**src/rtl/muldiv_ctrl_if.sv**
```systemverilog
// Execute-stage <-> multiply/divide controller bus.
// Request and response both use valid/ready: a transfer happens on the rising edge where valid and ready are both high. The sender holds valid and its payload until then. ready may not depend combinationally on valid.
interface muldiv_ctrl_if #(
   parameter int XLEN = 64
);
   logic            flush;
   logic            in_valid;
   logic            in_ready;
   logic [2:0]      op;
   logic            is_word;
   logic [XLEN-1:0] src_a;
   logic [XLEN-1:0] src_b;
   logic            out_valid;
   logic            out_ready;
   logic [XLEN-1:0] result;

   modport master (
      output flush, in_valid, op, is_word, src_a, src_b, out_ready,
      input  in_ready, out_valid, result
   );

   modport slave (
      input  flush, in_valid, op, is_word, src_a, src_b, out_ready,
      output in_ready, out_valid, result
   );
endinterface

```
**src/rtl/muldiv_ctrl.sv**
```systemverilog
// Iterative M-extension unit: radix-2 shift-add multiply and restoring divide.
// One operation at a time, accepted in IDLE, result held in DONE until consumed.
module muldiv_ctrl #(
   parameter int XLEN  = 64,
   parameter int CNT_W = 7
) (
   input  logic          clk,
   input  logic          reset_n,
   muldiv_ctrl_if.slave  bus,
   output logic [1:0]    dbg_state_o
);
   typedef enum logic [1:0] {S_IDLE = 2'd0, S_BUSY = 2'd1, S_DONE = 2'd2} state_e;

   localparam logic [2:0] OP_MUL  = 3'd0;
   localparam logic [2:0] OP_DIV  = 3'd1;
   localparam logic [2:0] OP_DIVU = 3'd2;
   localparam logic [2:0] OP_REM  = 3'd3;
   localparam logic [2:0] OP_REMU = 3'd4;

   state_e            state_q, state_d;
   logic [CNT_W-1:0]  cnt_q, cnt_d;
   logic [2:0]        op_q, op_d;
   logic              word_q, word_d;
   logic [XLEN-1:0]   a_q, a_d;
   logic [XLEN-1:0]   b_q, b_d;
   logic [XLEN-1:0]   acc_q, acc_d;
   logic              negq_q, negq_d;
   logic              negr_q, negr_d;
   logic [XLEN-1:0]   result_q, result_d;

   logic              signed_op, is_div, is_rem, sign_a, sign_b;
   logic [XLEN-1:0]   ea, eb, mag_a, mag_b, most_neg, fin;
   logic [XLEN:0]     trial, diff;

   function automatic logic [XLEN-1:0] wext(input logic w, input logic [XLEN-1:0] x);
      return w ? {{(XLEN-32){x[31]}}, x[31:0]} : x;
   endfunction

   always_ff @(posedge clk or negedge reset_n) begin
      if (!reset_n) begin
         state_q  <= S_IDLE;
         cnt_q    <= '0;
         op_q     <= '0;
         word_q   <= 1'b0;
         a_q      <= '0;
         b_q      <= '0;
         acc_q    <= '0;
         negq_q   <= 1'b0;
         negr_q   <= 1'b0;
         result_q <= '0;
      end else begin
         state_q  <= state_d;
         cnt_q    <= cnt_d;
         op_q     <= op_d;
         word_q   <= word_d;
         a_q      <= a_d;
         b_q      <= b_d;
         acc_q    <= acc_d;
         negq_q   <= negq_d;
         negr_q   <= negr_d;
         result_q <= result_d;
      end
   end

   always_comb begin
      state_d  = state_q;
      cnt_d    = cnt_q;
      op_d     = op_q;
      word_d   = word_q;
      a_d      = a_q;
      b_d      = b_q;
      acc_d    = acc_q;
      negq_d   = negq_q;
      negr_d   = negr_q;
      result_d = result_q;

      signed_op = (bus.op == OP_DIV) || (bus.op == OP_REM);
      is_div    = (bus.op >= OP_DIV) && (bus.op <= OP_REMU);
      is_rem    = (bus.op == OP_REM) || (bus.op == OP_REMU);
      if (bus.is_word) begin
         ea = signed_op ? {{(XLEN-32){bus.src_a[31]}}, bus.src_a[31:0]}
                        : {{(XLEN-32){1'b0}}, bus.src_a[31:0]};
         eb = signed_op ? {{(XLEN-32){bus.src_b[31]}}, bus.src_b[31:0]}
                        : {{(XLEN-32){1'b0}}, bus.src_b[31:0]};
         most_neg = {{(XLEN-31){1'b1}}, 31'b0};
      end else begin
         ea = bus.src_a;
         eb = bus.src_b;
         most_neg = {1'b1, {(XLEN-1){1'b0}}};
      end
      sign_a = signed_op & ea[XLEN-1];
      sign_b = signed_op & eb[XLEN-1];
      mag_a  = sign_a ? -ea : ea;
      mag_b  = sign_b ? -eb : eb;

      // Dividend is kept left-aligned in a_q so the next bit is always the MSB.
      trial = {acc_q, a_q[XLEN-1]};
      diff  = trial - {1'b0, b_q};

      case (op_q)
         OP_MUL:           fin = acc_q;
         OP_DIV, OP_DIVU:  fin = negq_q ? -a_q : a_q;
         OP_REM, OP_REMU:  fin = negr_q ? -acc_q : acc_q;
         default:          fin = '0;
      endcase

      if (bus.flush) begin
         state_d  = S_IDLE;
         result_d = '0;
      end else begin
         case (state_q)
            S_IDLE: begin
               if (bus.in_valid) begin
                  op_d   = bus.op;
                  word_d = bus.is_word;
                  if (bus.op > OP_REMU) begin
                     result_d = '0;
                     state_d  = S_DONE;
                  end else if (is_div && eb == '0) begin
                     result_d = wext(bus.is_word, is_rem ? ea : '1);
                     state_d  = S_DONE;
                  end else if (signed_op && ea == most_neg && eb == '1) begin
                     result_d = wext(bus.is_word, is_rem ? '0 : ea);
                     state_d  = S_DONE;
                  end else begin
                     state_d = S_BUSY;
                     cnt_d   = bus.is_word ? CNT_W'(32) : CNT_W'(XLEN);
                     acc_d   = '0;
                     negq_d  = sign_a ^ sign_b;
                     negr_d  = sign_a;
                     if (bus.op == OP_MUL) begin
                        a_d = ea;
                        b_d = eb;
                     end else begin
                        a_d = bus.is_word ? {mag_a[31:0], {(XLEN-32){1'b0}}} : mag_a;
                        b_d = mag_b;
                     end
                  end
               end
            end
            S_BUSY: begin
               if (cnt_q == '0) begin
                  result_d = wext(word_q, fin);
                  state_d  = S_DONE;
               end else begin
                  cnt_d = cnt_q - 1'b1;
                  if (op_q == OP_MUL) begin
                     if (b_q[0]) acc_d = acc_q + a_q;
                     a_d = a_q << 1;
                     b_d = b_q >> 1;
                  end else if (!diff[XLEN]) begin
                     acc_d = diff[XLEN-1:0];
                     a_d   = {a_q[XLEN-2:0], 1'b1};
                  end else begin
                     acc_d = trial[XLEN-1:0];
                     a_d   = {a_q[XLEN-2:0], 1'b0};
                  end
               end
            end
            S_DONE: begin
               if (bus.out_ready) state_d = S_IDLE;
            end
            default: state_d = S_IDLE;
         endcase
      end
   end

   assign bus.in_ready  = (state_q == S_IDLE);
   assign bus.out_valid = (state_q == S_DONE);
   assign bus.result    = result_q;
   assign dbg_state_o   = state_q;
endmodule

```
**src/flat_wrapper.sv**
```systemverilog
// flat-port wrapper written by rule: the top's interface ports become plain ports
module muldiv_ctrl_flat 
#(
   parameter int XLEN  = 64,
   parameter int CNT_W = 7
)
  (clk, reset_n, dbg_state_o, bus_flush, bus_in_valid, bus_op, bus_is_word, bus_src_a, bus_src_b, bus_out_ready, bus_in_ready, bus_out_valid, bus_result);
  muldiv_ctrl_if #(.XLEN(XLEN)) bus_i ();
  input  logic clk;
  input  logic reset_n;
  output logic [1:0] dbg_state_o;
  input wire logic [$bits(bus_i.flush)-1:0] bus_flush;
  input wire logic [$bits(bus_i.in_valid)-1:0] bus_in_valid;
  input wire logic [$bits(bus_i.op)-1:0] bus_op;
  input wire logic [$bits(bus_i.is_word)-1:0] bus_is_word;
  input wire logic [$bits(bus_i.src_a)-1:0] bus_src_a;
  input wire logic [$bits(bus_i.src_b)-1:0] bus_src_b;
  input wire logic [$bits(bus_i.out_ready)-1:0] bus_out_ready;
  output wire logic [$bits(bus_i.in_ready)-1:0] bus_in_ready;
  output wire logic [$bits(bus_i.out_valid)-1:0] bus_out_valid;
  output wire logic [$bits(bus_i.result)-1:0] bus_result;
  assign bus_i.flush = bus_flush;
  assign bus_i.in_valid = bus_in_valid;
  assign bus_i.op = bus_op;
  assign bus_i.is_word = bus_is_word;
  assign bus_i.src_a = bus_src_a;
  assign bus_i.src_b = bus_src_b;
  assign bus_i.out_ready = bus_out_ready;
  assign bus_in_ready = bus_i.in_ready;
  assign bus_out_valid = bus_i.out_valid;
  assign bus_result = bus_i.result;
  muldiv_ctrl #(.XLEN(XLEN), .CNT_W(CNT_W)) u_core (.clk(clk), .reset_n(reset_n), .bus(bus_i), .dbg_state_o(dbg_state_o));
endmodule
```
**config.mk**
```make
export PLATFORM = sky130hd
export DESIGN_NAME = muldiv_ctrl_flat
export DESIGN_NICKNAME = d
export VERILOG_FILES = /design/src/rtl/muldiv_ctrl_if.sv /design/src/rtl/muldiv_ctrl.sv /design/src/flat_wrapper.sv
export SDC_FILE = /design/constraint.sdc
export NUM_CORES = 2
export LEC_CHECK = 0
export ABC_AREA = 1
export CAP_MARGIN = 20
export CORE_ASPECT_RATIO = 1.75
export CORE_MARGIN = 5
export CORE_UTILIZATION = 60
export CTS_CLUSTER_DIAMETER = 80
export CTS_CLUSTER_SIZE = 25
export DETAILED_ROUTE_END_ITERATION = 10
export PLACE_DENSITY_LB_ADDON = 0.3
export RECOVER_POWER = 50
export SKIP_LAST_GASP = 1
export SYNTH_ARGS = -nofsm -noshare
export SYNTH_HDL_FRONTEND = slang
export SYNTH_SLANG_ARGS = --single-unit
```
**constraint.sdc**
```tcl
create_clock -name clk -period 5.5 [get_ports clk]
set_input_delay 1.375 -clock clk [delete_from_list [all_inputs] [get_ports clk]]
set_output_delay 1.375 -clock clk [all_outputs]
set_load 0.02 [all_outputs]
```
==> metrics.md, run 1 <==
| Metric | Value |
|---|---|
| Number of flops mapped to enable cells by yosys | 0 |
| Syn Std Cell Area | 37540 um^2 |
| Io pins | 205 |
| Synth warn | 0 |
| Status | did not finish |
| Top-count cell post-synth | nand2_1 |
| Failing step | global routing (5_1_grt) |
| Ys async rst share | 1.000 |
| Post-detail-place hpwl | 150500 um |
| CTS Hold Bufs | 0 |
| First-pass GRT wire length | 310500 um |
| Final GP Congestion | 1.191 |
| Cell Rows | 121 |
| Total grt overflow | 117 |
| Synth top cells by count | nand2_1 (2625), inv_1 (854), nor2_1 (827), nand3_1 (719), o21ai_0 (464) |
| Initial Util | 0.6047 |
| Setup repair bufs after CTS | 0 |
| Synth area leader | nand2_1 |
| IO buf count | 204 |
| Sequential share of the synthesized area | 0.1807 |
| Die W | 199.1 um |
| CTS resizes | 0 |
| Primary FF master, synth | dfrtp_1 |
| Mean post-synth cell area | 5.304 um^2 |
| Post-synthesis register bit count | 271 |
| Clock buffer depth | 3 |
| # clock sinks | 271 |
| Vias in the first global route | 50300 |
| Pin count of the biggest net entering global routing | 117 |
| Root buffer cell | clkbuf_16 |
| Synth Net Count | 7350 |
| Htree depth | 1 |
| Total track usage | 0.5968 |
| Stop err | [ERROR GRT-0116] Global routing finished with congestion. Check the congestion regions in the DRC Viewer. |
| Top cells by area, synth | nand2_1 (26%), dfrtp_1 (18%), nand3_1 (9.6%), inv_1 (8.5%), nor2_1 (8.3%) |
| Post-synth top area share | 0.2625 |
| Count of cell types in the netlist | 53 |
| Dpl ws | 324.1 ps |
| Die Ht | 340.9 um |
| CTS buffer count | 17 |
| Cell count after synthesis | 7077 |
[per-layer routing]
metal	overflow	GRT usage
met5	0	0.02296
met4	36	0.6423
met3	1	0.2775
met2	80	0.8563
met1	0	0.5981
[through the flow]
step           cell area (um^2)  cells
2_1_floorplan             37540   7077
3_3_place_gp              40120   7901
3_5_place_dp              40120   7901
4_1_cts                   40660   7929
[cells by family after synthesis]
family          after synthesis  synth area share
flops                       271            0.1807
buf+inv                    1117            0.1160
simple gates               4474            0.4923
compound gates              966            0.1389
xor+xnor                    113           0.02637
fa+ha+maj                   136           0.04573
==> run 2, diff against run 1 <==
- CORE_ASPECT_RATIO: 1.75 -> default
- CORE_UTILIZATION: 60 -> 40
- CTS_CLUSTER_DIAMETER: 80 -> default
- CTS_CLUSTER_SIZE: 25 -> default
- PLACE_DENSITY_LB_ADDON: 0.3 -> 0.15
==> run 2 against run 1 <==
Net effect: the flow now finishes, with violations (capacitance limit, slew limit); synthesized cell count unchanged; area after synthesis did not move.
==> metrics.md, run 2 <==
| Metric | Value |
|---|---|
| DRT Wirelength | 207000 um |
| Die footprint | 100100 um^2 |
| Fin crit share | 0.8544 |
| Critical R2R Launch | u_core.a_q[63] |
| Minimum clock period | 4699 ps |
| Cell Rows | 112 |
| Initial Util | 0.4028 |
| Final setup TNS | 0 ps |
| Slowest cell on crit path | clkdlybuf4s50_1 |
| Htree depth | 2 |
| Synth top cells by count | nand2_1 (2625), inv_1 (854), nor2_1 (827), nand3_1 (719), o21ai_0 (464) |
| Mean post-synth cell area | 5.304 um^2 |
| Unrepaired setup endpoints after global routing | false |
| First-pass GRT wire length | 298000 um |
| Max Cap Viol | 1 |
| Leakage | 21.82 nW |
| Clock transition at the registers of the reported paths | 60 ps |
| 1st-pass router iterations | 8 |
| Worst-path fanout max | 62 |
| Number of flops mapped to enable cells by yosys | 0 |
| Nets | 7453 |
| Top-count cell post-synth | nand2_1 |
| Filler cell count | 10590 |
| Sequential share of the synthesized area | 0.1807 |
| CTS resizes | 0 |
| Required @ worst endpoint | 6010 ps |
| Cell mode on critical path | nand2_1 |
| Slew at the pin closest to its max-slew limit | 2746 ps |
| Total track usage | 0.3990 |
| Pwr/cell area | 722.1 nW/um^2 |
| Fmax | 0.2128 GHz |
| Max-slew violations | 91 |
| CTS Hold Bufs | 0 |
| Total grt overflow | 0 |
| Post-detail-place hpwl | 168600 um |
| Core footprint | 93190 um^2 |
| Top cells by area, synth | nand2_1 (26%), dfrtp_1 (18%), nand3_1 (9.6%), inv_1 (8.5%), nor2_1 (8.3%) |
| 1st-iter DRT viols | 7312 |
| Worst hold path type | flop to flop |
| CP startpoint kind | input pin |
| IO buf count | 204 |
| Post-synthesis register bit count | 271 |
| Crit path DAT | 5210 ps |
| Syn Std Cell Area | 37540 um^2 |
| Primary FF master, synth | dfrtp_1 |
| Crit Path Category | input pin to flop |
| Synth area leader | nand2_1 |
| Peak supply drop | 0.5041 mV |
| DR vias/cell | 5.788 |
| Final Skew | 20.90 ps |
| Die Ht | 316.3 um |
| Final GP Congestion | 1.081 |
| Failing checks | capacitance limit, slew limit |
| Status | finished, violations left |
| Rel. slew slack | -0.8308 |
| Die W | 316.3 um |
| Crit. Startpoint | bus_is_word |
| Pin count of the biggest net entering global routing | 117 |
| Vias in the first global route | 44160 |
| Post-synth top area share | 0.2625 |
| Critical Path, Cell by Cell | clkdlybuf4s50_1 -> nand2_1 -> inv_1 -> nand2_2 -> buf_4 -> o21ai_0 -> nand2_1 -> nor2_1 -> nand2_1 -> nor2_2 -> nand2_1 -> nor2_1 -> a21oi_4 -> nand3_4 -> nor2_4 -> buf_4 -> nand3_1 -> nand2_1 |
| Most frequent cells in the layout | nand2_1 (2623), inv_1 (853), nor2_1 (823) |
| Initial antenna violation count | 8 |
| DRC | 0 |
| Routed WL per cell | 24.45 um |
| Cell count after synthesis | 7077 |
| Number of nets with antenna violations after routing | 0 |
| Reg2reg end | u_core.acc_q[19] |
| Final hold slack | 475.7 ps |
| Fin. Hold Viols | 0 |
| Vias | 48990 |
| R2r setup slk | 1330 ps |
| FF-to-FF path depth | 22 |
| Area growth syn-to-layout | 12.39% |
| Io pins | 205 |
| Setup repair bufs after CTS | 0 |
| CTS tree | built |
| Synth warn | 0 |
| Setup violators final | 0 |
| Clock buffer depth | 3 |
| Clk Latency, worst-skew pair | 590 ps |
| Share of layout cells above drive strength 1 | 0.03345 |
| Commonest non-fill, non-tap cell in the layout | nand2_1 |
| Synth Net Count | 7350 |
| Root buffer cell | clkbuf_16 |
| CP endpoint | u_core.acc_q[61] |
| Count of cell types in the netlist | 53 |
| Ys async rst share | 1.000 |
| # clock sinks | 271 |
| Crit end category | flop |
| Max incr delay on CP | 640 ps |
| CTS buffer count | 35 |
## run 2: cell counts after synthesis
No cell type changed its count.
## run 2: power by group
group          internal (W)  switching, W  total, W
sequential          0.00282       0.00160   0.00441
clock               0.00144      0.000997   0.00243
combinational       0.00664        0.0170    0.0236
## run 2: final cells by class
cell class	instances	area, um^2	area share
Tap cell	1254	1569	0.03719
Antenna cell	5	12.51	0.0002966
Clock inverter	16	206.4	0.004894
Inverter	866	3257	0.07720
Multi-Input combinational cell	5689	26440	0.6267
Clock buffer	46	967.2	0.02293
Timing Repair Buffer	317	2953	0.06999
Sequential cell	271	6784	0.1608
## run 2: routing by layer
metal  up-vias  routed length, um  track usage  share of wire
met5         -                 26     0.001934        0.00013
met4         4              11600       0.1807          0.056
met3       481              23520      0.09365           0.11
met2      2958              83130       0.5712           0.40
met1     22690              88710       0.5682           0.43
li1      22860                  -            -              -
## run 2: worst min-delay path by stage
stage | from | endpoint | cells after the start
3_5_place_dp | u_core.bus.result[52] | u_core.bus.result[52] | 2
6_report | u_core.bus.result[52] | u_core.bus.result[52] | 2
3_3_place_gp | u_core.bus.result[36] | u_core.bus.result[36] | 2
5_1_grt | u_core.bus.result[45] | u_core.bus.result[45] | 2
4_1_cts | u_core.bus.result[52] | u_core.bus.result[52] | 2
2_1_floorplan | u_core.b_q[18] | u_core.b_q[18] | 2
## run 2: cell families after synthesis
logic type | after synthesis | synth area share
compound gates | 966 | 0.1389
xor+xnor | 113 | 0.02637
fa+ha+maj | 136 | 0.04573
buf+inv | 1117 | 0.1160
flops | 271 | 0.1807
simple gates | 4474 | 0.4923
## run 2: per-stage QoR
step	setup slack [ps]	utilization	std cells	power [W]	area [um^2]
CTS	869.5	0.4529	8458	0.02966	42210
finish	800.7	0.4527	8464	0.03046	42190
global route	373.7	0.4526	8461	0.03255	42180
global placement	374.3	0.4403	8396	0.02710	41040
floorplan	2267	-	7077	0.01842	37540
detailed placement	295.9	0.4403	8396	0.02711	41040
## run 2: worst max-delay path: cells and delay by family
kind                   cells  cell delay (ps)
buffers and inverters      4             1550
AO/OA/AOI/OAI              2              360
AND/OR/NAND/NOR           12             1830
Note: power is estimated with default switching activity, not from simulation.
